$ cat config.mk
export PLATFORM = sky130hd
export DESIGN_NAME = load_store_unit
export DESIGN_NICKNAME = d
export VERILOG_FILES = /design/src/rtl/lsu_pkg.sv /design/src/rtl/lsu_align.sv /design/src/rtl/load_store_unit.sv
export SDC_FILE = /design/constraint.sdc
export NUM_CORES = 1
export LEC_CHECK = 0
export CAP_MARGIN = 40
export CELL_PAD_IN_SITES_DETAIL_PLACEMENT = 1
export CELL_PAD_IN_SITES_GLOBAL_PLACEMENT = 1
export CORE_ASPECT_RATIO = 1.4
export CORE_MARGIN = 3
export CORE_UTILIZATION = 25
export CTS_CLUSTER_SIZE = 40
export DETAILED_ROUTE_END_ITERATION = 16
export DONT_BUFFER_PORTS = 1
export PLACE_DENSITY = 0.43
export SLEW_MARGIN = 10
export SYNTH_ARGS = -nofsm -noshare
export SYNTH_HDL_FRONTEND = slang
export SYNTH_SLANG_ARGS = --single-unit
$ cat constraint.sdc
create_clock -name clk -period 3.7 [get_ports clk]
set_input_delay 0.74 -clock clk [delete_from_list [all_inputs] [get_ports clk]]
set_output_delay 0.74 -clock clk [all_outputs]
set_load 0.005 [all_outputs]
$ cat src/rtl/lsu_pkg.sv
`default_nettype none
// ============================================================================
//  Module      : lsu_pkg
//  Description : Shared types and constants for the RV64 load/store unit:
//                FSM state enum, funct3 width codes and the access-error rule.
//  Revision    : 1.0  initial release
// ============================================================================
package lsu_pkg;

    typedef enum logic [1:0] {
        ST_IDLE = 2'd0,
        ST_RD   = 2'd1,
        ST_WR   = 2'd2,
        ST_RESP = 2'd3
    } lsu_state_e;

    // Load width/sign codes
    localparam logic [2:0] F3_LB  = 3'b000;
    localparam logic [2:0] F3_LH  = 3'b001;
    localparam logic [2:0] F3_LW  = 3'b010;
    localparam logic [2:0] F3_LD  = 3'b011;
    localparam logic [2:0] F3_LBU = 3'b100;
    localparam logic [2:0] F3_LHU = 3'b101;
    localparam logic [2:0] F3_LWU = 3'b110;

    // Store width codes
    localparam logic [2:0] F3_SB  = 3'b000;
    localparam logic [2:0] F3_SH  = 3'b001;
    localparam logic [2:0] F3_SW  = 3'b010;
    localparam logic [2:0] F3_SD  = 3'b011;

    // Misalignment for the access width, or a funct3 with no defined meaning.
    function automatic logic access_err(input logic       is_store,
                                        input logic [2:0] funct3,
                                        input logic [2:0] off);
        logic misaligned;
        case (funct3[1:0])
            2'b01:   misaligned = off[0];
            2'b10:   misaligned = (off[1:0] != 2'b00);
            2'b11:   misaligned = (off != 3'b000);
            default: misaligned = 1'b0;
        endcase
        return misaligned | (!is_store && (funct3 == 3'b111)) | (is_store && funct3[2]);
    endfunction

endpackage
`default_nettype wire

$ cat src/rtl/lsu_align.sv
`default_nettype none
// ============================================================================
//  Module      : lsu_align
//  Description : Combinational byte-lane logic: load extraction with sign or
//                zero extension, and store merge into a doubleword.
//  Revision    : 1.0  initial release
// ============================================================================
module lsu_align
    import lsu_pkg::*;
(
    input  logic [2:0]  funct3_i,
    input  logic [2:0]  off_i,
    input  logic [63:0] dword_i,
    input  logic [63:0] wdata_i,
    output logic [63:0] load_data_o,
    output logic [63:0] merge_data_o
);

    logic [5:0]  w_shamt;
    logic [63:0] w_shifted;
    logic [7:0]  w_base_en;
    logic [7:0]  w_byte_en;
    logic [63:0] w_bit_mask;

    assign w_shamt   = {off_i, 3'b000};
    assign w_shifted = dword_i >> w_shamt;

    // Select the addressed bytes and extend them to 64 bits.
    always_comb begin
        load_data_o = 64'd0;
        case (funct3_i)
            F3_LB:   load_data_o = {{56{w_shifted[7]}},  w_shifted[7:0]};
            F3_LH:   load_data_o = {{48{w_shifted[15]}}, w_shifted[15:0]};
            F3_LW:   load_data_o = {{32{w_shifted[31]}}, w_shifted[31:0]};
            F3_LD:   load_data_o = w_shifted;
            F3_LBU:  load_data_o = {56'd0, w_shifted[7:0]};
            F3_LHU:  load_data_o = {48'd0, w_shifted[15:0]};
            F3_LWU:  load_data_o = {32'd0, w_shifted[31:0]};
            default: load_data_o = 64'd0;
        endcase
    end

    // Replace the addressed byte lanes of the doubleword with store data.
    always_comb begin
        w_base_en = 8'h00;
        case ({1'b0, funct3_i[1:0]})
            F3_SB:   w_base_en = 8'h01;
            F3_SH:   w_base_en = 8'h03;
            F3_SW:   w_base_en = 8'h0F;
            F3_SD:   w_base_en = 8'hFF;
            default: w_base_en = 8'h00;
        endcase
        w_byte_en = w_base_en << off_i;
        for (int b = 0; b < 8; b++) begin
            w_bit_mask[8*b +: 8] = {8{w_byte_en[b]}};
        end
        merge_data_o = (dword_i & ~w_bit_mask) | ((wdata_i << w_shamt) & w_bit_mask);
    end

endmodule
`default_nettype wire

$ cat src/rtl/load_store_unit.sv
`default_nettype none
// ============================================================================
//  Module      : load_store_unit
//  Description : Single-outstanding RV64 load/store unit. Loads read one
//                doubleword; sub-doubleword stores read-modify-write; SD can
//                bypass the read. Misaligned/illegal accesses answer at once.
//  Revision    : 1.0  initial release
// ============================================================================
module load_store_unit
    import lsu_pkg::*;
#(
    parameter bit SD_BYPASS = 1'b1
) (
    input  logic        clk,
    input  logic        rst_n,
    input  logic        req_valid,
    output logic        req_ready,
    input  logic        req_is_store,
    input  logic [2:0]  req_funct3,
    input  logic [63:0] req_addr,
    input  logic [63:0] req_wdata,
    output logic        resp_valid,
    input  logic        resp_ready,
    output logic [63:0] resp_rdata,
    output logic        resp_err,
    output logic        mem_read,
    output logic        mem_write,
    output logic [63:0] mem_addr,
    output logic [63:0] mem_wdata,
    input  logic [63:0] mem_rdata
);

    lsu_state_e  state_q,    state_d;
    logic        is_store_q, is_store_d;
    logic [2:0]  funct3_q,   funct3_d;
    logic [63:0] addr_q,     addr_d;
    logic [63:0] wdata_q,    wdata_d;
    logic [63:0] buf_q,      buf_d;
    logic [63:0] rdata_q,    rdata_d;
    logic        err_q,      err_d;

    logic        w_acc_err;
    logic [63:0] w_align_dword;
    logic [63:0] w_load_data;
    logic [63:0] w_merge_data;

    assign w_acc_err = access_err(req_is_store, req_funct3, req_addr[2:0]);

    // Loads extract straight from the memory word during RD; merges use the buffer.
    assign w_align_dword = (state_q == ST_RD) ? mem_rdata : buf_q;

    lsu_align u_align (
        .funct3_i     (funct3_q),
        .off_i        (addr_q[2:0]),
        .dword_i      (w_align_dword),
        .wdata_i      (wdata_q),
        .load_data_o  (w_load_data),
        .merge_data_o (w_merge_data)
    );

    assign resp_rdata = rdata_q;
    assign resp_err   = err_q;

    // State and latched-request registers.
    always_ff @(posedge clk or negedge rst_n) begin
        if (!rst_n) begin
            state_q    <= ST_IDLE;
            is_store_q <= 1'b0;
            funct3_q   <= 3'd0;
            addr_q     <= 64'd0;
            wdata_q    <= 64'd0;
            buf_q      <= 64'd0;
            rdata_q    <= 64'd0;
            err_q      <= 1'b0;
        end else begin
            state_q    <= state_d;
            is_store_q <= is_store_d;
            funct3_q   <= funct3_d;
            addr_q     <= addr_d;
            wdata_q    <= wdata_d;
            buf_q      <= buf_d;
            rdata_q    <= rdata_d;
            err_q      <= err_d;
        end
    end

    // Next-state and output decode; memory enables are driven only in RD/WR.
    always_comb begin
        state_d    = state_q;
        is_store_d = is_store_q;
        funct3_d   = funct3_q;
        addr_d     = addr_q;
        wdata_d    = wdata_q;
        buf_d      = buf_q;
        rdata_d    = rdata_q;
        err_d      = err_q;
        req_ready  = 1'b0;
        resp_valid = 1'b0;
        mem_read   = 1'b0;
        mem_write  = 1'b0;
        mem_addr   = 64'd0;
        mem_wdata  = 64'd0;
        case (state_q)
            ST_IDLE: begin
                req_ready = 1'b1;
                if (req_valid) begin
                    is_store_d = req_is_store;
                    funct3_d   = req_funct3;
                    addr_d     = req_addr;
                    wdata_d    = req_wdata;
                    err_d      = w_acc_err;
                    rdata_d    = 64'd0;
                    if (w_acc_err) begin
                        state_d = ST_RESP;
                    end else if (req_is_store && SD_BYPASS && (req_funct3 == F3_SD)) begin
                        state_d = ST_WR;
                    end else begin
                        state_d = ST_RD;
                    end
                end
            end
            ST_RD: begin
                mem_read = 1'b1;
                mem_addr = {addr_q[63:3], 3'b000};
                buf_d    = mem_rdata;
                if (is_store_q) begin
                    state_d = ST_WR;
                end else begin
                    rdata_d = w_load_data;
                    state_d = ST_RESP;
                end
            end
            ST_WR: begin
                mem_write = 1'b1;
                mem_addr  = {addr_q[63:3], 3'b000};
                mem_wdata = w_merge_data;
                state_d   = ST_RESP;
            end
            ST_RESP: begin
                resp_valid = 1'b1;
                if (resp_ready) begin
                    state_d = ST_IDLE;
                end
            end
            default: state_d = ST_IDLE;
        endcase
    end

endmodule
`default_nettype wire

# Word level (Yosys, flattened, before mapping)
# Cells that the tools add are included.
[op_classes]
shift = 3
bitwise = 6
muxes = 19
n_reduce_logical = 14
eq_ne = 20
[op_table]
columns = ["op", "n"]
rows = [
  ["$pmux W64 S7", 1],
  ["$mux W64", 5],
  ["$and A64 B64 Y64", 2],
  ["$pmux W64 S2", 1],
  ["$not A64 Y64", 1],
  ["$or A64 B64 Y64", 1],
  ["$shl A64 B6 Y64", 1],
  ["$shr A64 B6 Y64", 1],
  ["$pmux W8 S4", 1],
  ["$eq A2 B2 Y1 const B", 6],
  ["$eq A3 B3 Y1 const B", 4],
  ["$eq A3 B2 Y1 const B", 3],
  ["$mux W2", 4],
  ["$pmux W2 S4", 1],
  ["$shl A8 B3 Y8", 1],
  ["$eq A2 B1 Y1 const B", 3],
  ["$ne A2 B2 Y1 const B", 3],
  ["$mux W1", 5],
  ["$logic_not A2 Y1", 2],
  ["$reduce_and A2 Y1", 2],
  ["$reduce_bool A2 Y1", 2],
  ["$eq A3 B1 Y1 const B", 1],
  ["$logic_and A1 B1 Y1", 3],
  ["$logic_not A3 Y1", 1],
  ["other kinds (6)", 7],
]
[word_totals]
output_inout_bits = 197
reg_bits = 263
in_bits = 200

# Logic depth before layout (Yosys ltp)
# Gate-level depths: netlist of the first run.
[logic_depth]
ltp_word = 7
mapped_depth = 10
ltp_nobuf = 7

# Cells and area by module
# Synthesis of the first run repeated with hierarchy kept, for this count alone.
[hier_totals]
hier_cells = 1480
hier_area_um2 = 15541.2
[modules_own_cells]
columns = ["module", "cells_each", "instances", "area_per_inst_um2", "seq_area_each_um2"]
rows = [
  ["load_store_unit", 864, 1, 10905.5, 6581.3],
  ["lsu_align", 616, 1, 4635.7, 0.0],
]

# Worst setup path after synthesis of the first run
# OpenSTA, ideal clock, no wires.
[synth_path]
path_kind = "reg2out"
start = "reg state_q[1]"
end = "out mem_wdata[15]"
required_time_ns = 2.960
setup_slack_ns = 0.720
stages_incl_launch_ff = 9
t_arrival_ns = 2.240
n_path_buf = 4
cell_sequence = "dfrtp_1 > inv_1 > ha_1 > buf_2 > buf_2 > buf_2 > buf_2 > mux2_2 > o211a_1"
[synth_between]
elab_chain_cells = 5
[synth_rtl]
columns = ["element", "line_no", "text"]
rows = [
  ["from (decl)", "load_store_unit.sv:33", "lsu_state_e state_q, state_d;"],
  ["from (signal assigned)", "load_store_unit.sv:76", "state_q <= state_d;"],
  ["$eq A2 B1 Y1", "load_store_unit.sv:50", "assign w_align_dword = (state_q == ST_RD) ? mem_rdata : buf_q;"],
  ["$mux W64", "-", ""],
  ["$and A64 B64 Y64", "lsu_align.sv:57", "merge_data_o = (dword_i & ~w_bit_mask) | ((wdata_i << w_shamt) & w_bit_mask);"],
  ["$or A64 B64 Y64", "lsu_align.sv:57", ""],
  ["$mux W64 (*)", "load_store_unit.sv:103", "case (state_q)"],
  ["to (decl)", "load_store_unit.sv:29", "output logic [63:0] mem_wdata,"],
]
# Every way passes the cells marked *; elsewhere a longest branch is shown, timed or not.

# Worst setup path in the final report of the first run
[layout_path]
start = "reg state_q[1]"
end = "out mem_wdata[62]"
# The elaborated chain is that of the path after synthesis.

==> results.tsv, run 1 <==
metric	value	unit
critical_path_arrival	2.76	ns
whs	-0.114	ns
grt_first_pass_wirelength	90300	µm
violations	hold timing	
cts_buffers	34	
syn_area	15100	µm²
crit_path_max_fanout	60	
cts.sinks	263	
rr_worst_depth	8	
cts.repair.resized	0	
dr.pass1.iters	5	
setup_violations	0	
ys.flop_type	dfrtp_1	
synth_area_leaders	dfrtp_1, mux2_2, mux4_2	
setup_tns	0	ns
grt_util_all_layers	0.197	
rsz0062_at_grt	no	
yosysWarnings	0	
row_count	105	
core_area	59100	µm²
start_util	0.255	
ys_seq_elements	263	
cts.htree.levels	2	
cts_max_path_buffers	3	
clockRootBuffer	clkbuf_16	
grt_remaining_overflow	0	
postSynth.asyncResetShare	1.00	
cellLeakagePower	7.67	nW
status	finished with violations	
path_class	reg2out	
r2r_end	resp_rdata[46]	
synth_top_cell_by_area	dfrtp_1	
multiInputGateArea	7970	µm²
vdd_drop_max	404	µV
die_w	213	µm
hold_violations	263	
fmax	285	MHz
finalNetCount	1472	
fillerInstances	6507	
reg2reg_slack	0.80	ns
tightest_slew	0.856	ns
vias	10900	
die_height	296	µm
synth_edf_count	0	
hold_path.class	in2async	
hpwl	49900	µm
netlist_instances	1284	
fin_crit_sh	0.947	
ant_nets	0	
antenna_found_initial	17	
area.sequential	6590	µm²
drt_wl_total	63700	µm
dpl_worst_slack	0.757	ns
mostFrequentLayoutCells	dfrtp_1, mux2_2, nand2_1, mux2i_1, and2_1	
period_needed	3.50	ns
fin_ws	0.197	ns
cp-start-kind	flop	
drc_errors	0	
drtIter0Drc	563	
maxCapViolations	0	
syn_avg_cell_area	11.7	µm²
clk_pin_slew	0.06	ns
final_common_cell	dfrtp_1	
endpoint_kind	output pin	
fin_skew	0.0173	ns
netlist.area_leader.share	0.437	
die_area	63300	µm²
ios	397	
gp_congestion	0.823	
grt_pass1_vias	11800	
viasPerCell	5.34	
power_density	1130	nW/µm²
area_delta_synth_final	13.9	%
grt_start_max_net_pins	264	
drive_above_1_share	0.294	
crit_start	state_q[1]	
required	2.96	ns
post_drt_wl_per_cell	31.2	µm
r2r_start	state_q[1]	
relSlewSlack	0.429	
drv_slew	0	
synth_cell_types	47	
cts_tree	done	
clock_latency	0.55	ns
io_buffer_count	0	
synth_seq_area_share	0.437	
==> what timing repair did <==
action,4_1_cts,5_1_grt
setup buffers,0,0
hold endpoints to repair,263,263
endpoints found under the setup margin,0,0
==> final cells by class <==
type | count | area share
Sequential cell | 263 | 0.384
Tap cell | 749 | 0.0546
Clock inverter | 9 | 0.00452
Clock buffer | 49 | 0.0582
Inverter | 19 | 0.00416
Multi-Input combinational cell | 892 | 0.465
Antenna cell | 2 | 0.000292
Timing Repair Buffer | 58 | 0.0298
==> worst max-delay path, cell delays in order (launching register included) <==
cell	delay (ns)
dfrtp_1	0.41
inv_1	0.12
ha_4	0.36
buf_12	0.37
mux2i_1	0.59
nand2_1	0.14
o211a_1	0.20
==> registers in the layout, indices dropped and copies added (netlist names) <==
name and cells:
wdata_q 64, is_store_q 1, funct3_q 3, addr_q 64
resp_rdata 64, state_q 2, buf_q 64, resp_err 1
==> kinds of logic after synthesis <==
logic type	share of synthesized area
other cells	0.000249
flops	0.437
compound gates	0.120
mux	0.307
fa+ha+maj	0.00332
buf+inv	0.0374
simple gates	0.0950
==> cells in the mapped netlist, drive strengths merged, types with 2 or more instances <==
| cell | n |
|---|---|
| a21boi | 2 |
| o21ai | 34 |
| buf | 56 |
| inv | 19 |
| nor3 | 8 |
| and2 | 65 |
| a221oi | 2 |
| mux4 | 62 |
| a211oi | 18 |
| and3 | 8 |
| o211a | 39 |
| mux2 | 198 |
| a21oi | 29 |
| a22o | 2 |
| nand3 | 14 |
| ha | 4 |
| a21o | 3 |
| nor2 | 15 |
| o2bb2ai | 9 |
| a22oi | 39 |
| nand4b | 2 |
| nand2b | 19 |
| mux2i | 99 |
| nand2 | 118 |
| o211ai | 24 |
| a211o | 17 |
| nor2b | 29 |
| clkbuf | 56 |
| nand4 | 3 |
| o31a | 2 |
| a31oi | 3 |
| o221ai | 8 |
| a2bb2oi | 7 |
| dfrtp | 263 |
| o21a | 2 |
==> layer usage <==
layer / vias to the layer above / wire length, µm / track usage
met4: 12 / 1690 / 0.0510
met5: - / 80 / 0
li1: 4749 / - / -
met2: 390 / 32000 / 0.342
met1: 5648 / 24400 / 0.227
met3: 101 / 5670 / 0.0757
==> how the worst max path moves through the flow <==
stage                          end  slack [ns]  depth (start not counted)
floorplan            mem_wdata[15]        0.72                          8
global placement     mem_wdata[61]        0.81                          6
detailed placement  resp_rdata[46]        0.76                          8
CTS                  mem_wdata[61]        0.20                          6
global route         mem_wdata[61]        0.06                          6
finish               mem_wdata[62]        0.20                          6
==> per-stage QoR <==
stage / cells / total power, W / area [µm²] / hold slack (ns) / util
CTS: 2039 / 0.0198 / 17200 / -0.156 / 0.290
detailed placement: 1981 / 0.0164 / 16100 / 0.452 / 0.272
global route: 2039 / 0.0208 / 17200 / -0.144 / 0.290
finish: 2041 / 0.0194 / 17200 / -0.114 / 0.290
floorplan: 1286 / 0.0124 / 15100 / 0.444 / -
global placement: 1980 / 0.0163 / 16100 / 0.452 / 0.272
==> report_power, final <==
group | total [W] | leakage (nW) | internal, W | switching, W
Clock | 0.00330 | 0.536 | 0.00194 | 0.00136
Combinational | 0.0106 | 3.92 | 0.00462 | 0.00599
Sequential | 0.00551 | 3.22 | 0.00427 | 0.00125
Total | 0.0194 | 7.67 | 0.0108 | 0.00859
Note: power is estimated with default switching activity, not from simulation.
==> run 2, diff against run 1 <==
CORE_MARGIN = 8   (was 3)
==> results.tsv, run 2 (synthesis results as in run 1) <==
metric	value	unit	change
grt_remaining_overflow	0		unchanged
io_buffer_count	0		unchanged
cts.sinks	263		unchanged
final_common_cell	dfrtp_1		
hold_path.class	in2async		
setup_violations	0		unchanged
finalNetCount	1483		+0.75%
grt_util_all_layers	0.197		about the same
path_class	reg2out		
area_delta_synth_final	14.9	%	
die_w	223	µm	+4.7%
cts.htree.levels	2		unchanged
mostFrequentLayoutCells	dfrtp_1, mux2_2, nand2_1, mux2i_1, and2_1		
endpoint_kind	output pin		
ant_nets	0		unchanged
vias	11000		+0.77%
die_height	306	µm	+3.4%
hold_violations	52		-80%
post_drt_wl_per_cell	33.1	µm	+6.0%
rsz0062_at_grt	no		
cp-start-kind	flop		
antenna_found_initial	19		+2
maxCapViolations	0		unchanged
drt_wl_total	68600	µm	+7.6%
dr.pass1.iters	6		+1
relSlewSlack	0.261		-0.168
vdd_drop_max	390	µV	-3.4%
fillerInstances	6548		+0.63%
place_area	16200	µm²	+0.53%
row_count	106		+0.95%
fin_crit_sh	0.937		-0.00996
drtIter0Drc	624		+11%
post_cts_buffers	0		unchanged
hpwl	54000	µm	+8.1%
grt_pass1_vias	12000		+2.1%
status	finished with violations		
tightest_slew	1.11	ns	+0.252 ns
drive_above_1_share	0.298		+0.00375
final_area	17300	µm²	+0.89%
start_util	0.252		-0.00240
critical_path_arrival	2.73	ns	-0.03 ns
fin_skew	0.0223	ns	+0.00493 ns
reg2reg_slack	0.78	ns	-0.02 ns
whs	-0.104	ns	+0.0101 ns
die_area	68500	µm²	+8.2%
cts.repair.resized	0		unchanged
power_density	1160	nW/µm²	+2.2%
area.sequential	6590	µm²	unchanged
viasPerCell	5.30		-0.78%
clockRootBuffer	clkbuf_16		
cts_tree	done		
grt_start_max_net_pins	264		unchanged
clock_latency	0.55	ns	about the same
r2r_end	resp_rdata[4]		
crit_path_max_fanout	61		+1.7%
multiInputGateArea	7960	µm²	about the same
drc_errors	0		unchanged
drv_slew	0		unchanged
gp_congestion	0.817		-0.69%
fmax	289	MHz	+1.1%
period_needed	3.47	ns	-0.0368 ns
required	2.96	ns	about the same
cts_buffers	34		unchanged
rr_worst_depth	9		+1
ios	397		unchanged
violations	hold timing		
cts_max_path_buffers	3		unchanged
setup_tns	0	ns	unchanged
r2r_start	state_q[1]		
cellLeakagePower	7.74	nW	+0.83%
grt_first_pass_wirelength	97700	µm	+8.2%
clk_pin_slew	0.06	ns	about the same
core_area	59700	µm²	+0.95%
==> run 2: cell types whose count changed in the layout (fill, tap and decap cells not counted) <==
cell        delta
buf_4         +11
clkbuf_1       +4
clkbuf_16      +2
clkbuf_8       -1
clkinv_2       -2
clkinvlp_4     +1
diode_2       +11
inv_6          -1
o2bb2ai_1      +1
o2bb2ai_2      -1
==> run 2: power breakdown <==
group / internal, W / switching (W)
clock: 0.00202 / 0.00138
combinational: 0.00469 / 0.00632
sequential: 0.00426 / 0.00134
total: 0.0110 / 0.00904
==> run 2: final cells by class <==
cell class / count / area share
diodes: 13 / 0.00188
clock buffers: 54 / 0.0606
clock inverters: 7 / 0.00383
inverters: 19 / 0.00412
multi-input cells: 892 / 0.460
flip-flops and latches: 263 / 0.381
well taps: 756 / 0.0546
repair buffers: 69 / 0.0343
==> run 2: worst max-delay path by stage <==
stage	from	slack, ns	endpoint
global placement	state_q[1]	0.78	resp_rdata[4]
detailed placement	state_q[1]	0.74	resp_rdata[4]
global route	state_q[1]	0.04	mem_wdata[29]
CTS	state_q[1]	0.18	mem_wdata[29]
floorplan	state_q[1]	0.72	mem_wdata[15]
finish	state_q[1]	0.23	mem_wdata[60]
==> run 2: stage by stage <==
| step | hold slack [ns] | utilization | power [W] | setup WS (ns) | std cells |
|---|---|---|---|---|---|
| after global routing | -0.135 | 0.290 | 0.0213 | 0.0432 | 2064 |
| after detailed placement | 0.452 | 0.271 | 0.0169 | 0.736 | 1999 |
| after floorplan | 0.444 | - | 0.0124 | 0.720 | 1286 |
| after CTS | -0.144 | 0.289 | 0.0204 | 0.176 | 2060 |
| after global placement | 0.454 | 0.271 | 0.0168 | 0.781 | 1998 |
| final | -0.104 | 0.290 | 0.0200 | 0.234 | 2073 |
==> run 2: critical path, stage by stage (launching register included) <==
cell and delay (ns):
dfrtp_1 0.42, inv_1 0.13, ha_4 0.23, buf_12 0.33, buf_12 0.30, mux2i_1 0.42, nand2_1 0.11, o211a_1 0.16
==> run 2: per-layer routing <==
layer,global-route usage,routed length (µm)
met1,0.231,27100
met2,0.336,34400
met3,0.0669,5250
met4,0.0600,1860
met5,0,78
==> run 3, diff against run 2 <==
==> constraint.sdc (replaced) <==
create_clock -name clk -period 3.7 [get_ports clk]
set_input_delay 1.11 -clock clk [delete_from_list [all_inputs] [get_ports clk]]
set_output_delay 1.11 -clock clk [all_outputs]
set_load 0.005 [all_outputs]
==> results.tsv, run 3 (synthesis results as in run 1) <==
metric	value	unit	change
status	finished clean		
cts_hold_buffers	0		
power	0.0209	W	+4.2%
swShare	0.445		-0.00712
cts_tree	done		
dp_cells	2001		+0.10%
topRoutingLayerUsed	met5		
maxCapViolations	0		unchanged
drv_slew	0		unchanged
die_height	306	µm	unchanged
vias	11100		+0.83%
row_count	106		unchanged
hold_violations	0		-100%
cellLeakagePower	7.93	nW	+2.5%
wl_met1	26200	µm	-3.2%
cts.htree.levels	2		unchanged
path_common_cell	buf_6		
final_area	17800	µm²	+2.6%
p_sw	0.00927	W	+2.6%
power_frac_comb	0.553		+0.003
cp_slowest_cell	dfrtp_4		
clock_latency	0.56	ns	about the same
ant_nets	0		unchanged
critical_path_arrival	2.53	ns	-0.20 ns
antenna_found_initial	18		-1
dr.pass1.iters	4		-2
drc_errors	0		unchanged
grt_util_all_layers	0.196		-0.00120
tightest_slew	0.825	ns	-0.283 ns
cts_max_path_buffers	3		unchanged
path_cells	buf_6, buf_12, a21oi_1, o211ai_1, o21ai_2, buf_6, a211o_1, and3_1		
rsz0062_at_grt	yes		
required	2.59	ns	-0.37 ns
intPower	0.0116	W	+5.6%
grt_remaining_overflow	0		unchanged
endpoint_kind	output pin		
die_w	223	µm	unchanged
gp_congestion	0.819		+0.13%
mostFrequentLayoutCells	dfrtp_1, mux2_2, nand2_1, mux2i_1, buf_4		
hpwl	54100	µm	+0.28%
core_area	59700	µm²	unchanged
fillerInstances	6525		-0.35%
fin_skew	0.0170	ns	-0.00532 ns
vdd_drop_max	374	µV	-4.3%
clockRootBuffer	clkbuf_16		
power_density	1180	nW/µm²	+1.6%
pwr-share-clk	0.182		+0.012
whs	0.269	ns	+0.373 ns
finalNetCount	1497		+0.94%
cpPeakStageDelay	0.41	ns	about the same
grt_pass1_vias	11900		-0.95%
final_cells	2086		+0.63%
die_area	68500	µm²	unchanged
start_util	0.252		unchanged
setup_violations	0		unchanged
wl_met3	5960	µm	+14%
cts_buffers	34		unchanged
io_buffer_count	0		unchanged
hold_path.class	in2async		
cts.sinks	263		unchanged
wl_met2	35700	µm	+3.9%
ios	397		unchanged
drt_wl_total	69200	µm	+0.85%
pwr-share-seq	0.265		-0.015
relSlewSlack	0.448		+0.187
place_area	16200	µm²	+0.19%
area_delta_synth_final	17.9	%	
viasPerCell	5.31		+0.20%
grt_start_max_net_pins	264		unchanged
grt_first_pass_wirelength	97000	µm	-0.69%
fin_crit_sh	0.985		+0.0479
cp-start-kind	flop		
period_needed	3.64	ns	+0.177 ns
drtIter0Drc	573		-8.2%
fmax	274	MHz	-4.9%
path_class	reg2out		
drive_above_1_share	0.326		+0.0285
final_common_cell	dfrtp_1		
post_drt_wl_per_cell	33.2	µm	+0.22%
crit_path_max_fanout	20		-67%
clk_pin_slew	0.06	ns	about the same
==> run 3: cell types whose count changed in the layout (fill, tap and decap cells not counted), moves of 4 or more <==
| cell | change |
|---|---|
| mux2i_2 | +6 |
| clkbuf_1 | -6 |
| mux2i_1 | -6 |
| buf_6 | +5 |
| bufinv_16 | +6 |
| mux2_4 | +4 |
==> run 3: path summary, 6_finish.rpt <==
kind	start	endpoint	slack, ns	depth (start not counted)
max	addr_q[0]	mem_wdata[33]	0.06	8
min	rst_n	wdata_q[52]	0.27	0
max reg2reg	state_q[1]	resp_rdata[25]	0.61	8
min reg2reg	addr_q[21]	addr_q[21]	0.50	1
max in group asynchronous	rst_n	addr_q[58]	2.99	0
min in group clk	addr_q[21]	addr_q[21]	0.50	1
==> run 3: power groups by stage <==
stage          Sequential [W]  Combinational, W  Clock [W]
5_1_grt               0.00573            0.0124    0.00398
6_report              0.00553            0.0115    0.00379
3_5_place_dp          0.00559            0.0113          0
2_1_floorplan         0.00489           0.00749          0
4_1_cts               0.00554            0.0116    0.00392
3_3_place_gp          0.00553            0.0113          0
==> run 3: area by class of cell <==
class	count	area, µm²	share of cell area
diodes	11	27.5	0.00155
clock buffers	45	963	0.0543
clock inverters	17	295	0.0166
inverters	19	75.1	0.00423
multi-input cells	892	8050	0.454
flip-flops and latches	263	6590	0.371
well taps	756	946	0.0533
repair buffers	83	805	0.0453
==> run 3: layer usage <==
layer / GRT usage / up-vias
li1: - / 4807
met1: 0.219 / 5836
met2: 0.350 / 342
met3: 0.0746 / 78
met4: 0.0397 / 12
met5: 0 / -
==> run 3: critical path, delay by kind of cell (launching register included) <==
| family | cells | cell delay, ns |
|---|---|---|
| flip-flops | 1 | 0.41 |
| AND/OR/NAND/NOR | 1 | 0.26 |
| AO/OA/AOI/OAI | 4 | 0.72 |
| buffers and inverters | 3 | 0.58 |
==> run 3: what timing repair did <==
action                                  CTS  global route
endpoints found under the setup margin   45            35
buffers inserted                          5             4
endpoints found under the hold margin     0             0
gates resized for setup                  20            21
cloned                                    1             2
==> run 3: metrics by stage <==
step | setup TNS, ns | util | setup slack (ns)
after floorplan | 0 | - | 0.350
after detailed placement | 0 | 0.271 | 0.464
after CTS | -0.0221 | 0.295 | -0.0221
after global placement | 0 | 0.271 | 0.0880
final | 0 | 0.297 | 0.0569
after global routing | -0.0842 | 0.297 | -0.0495
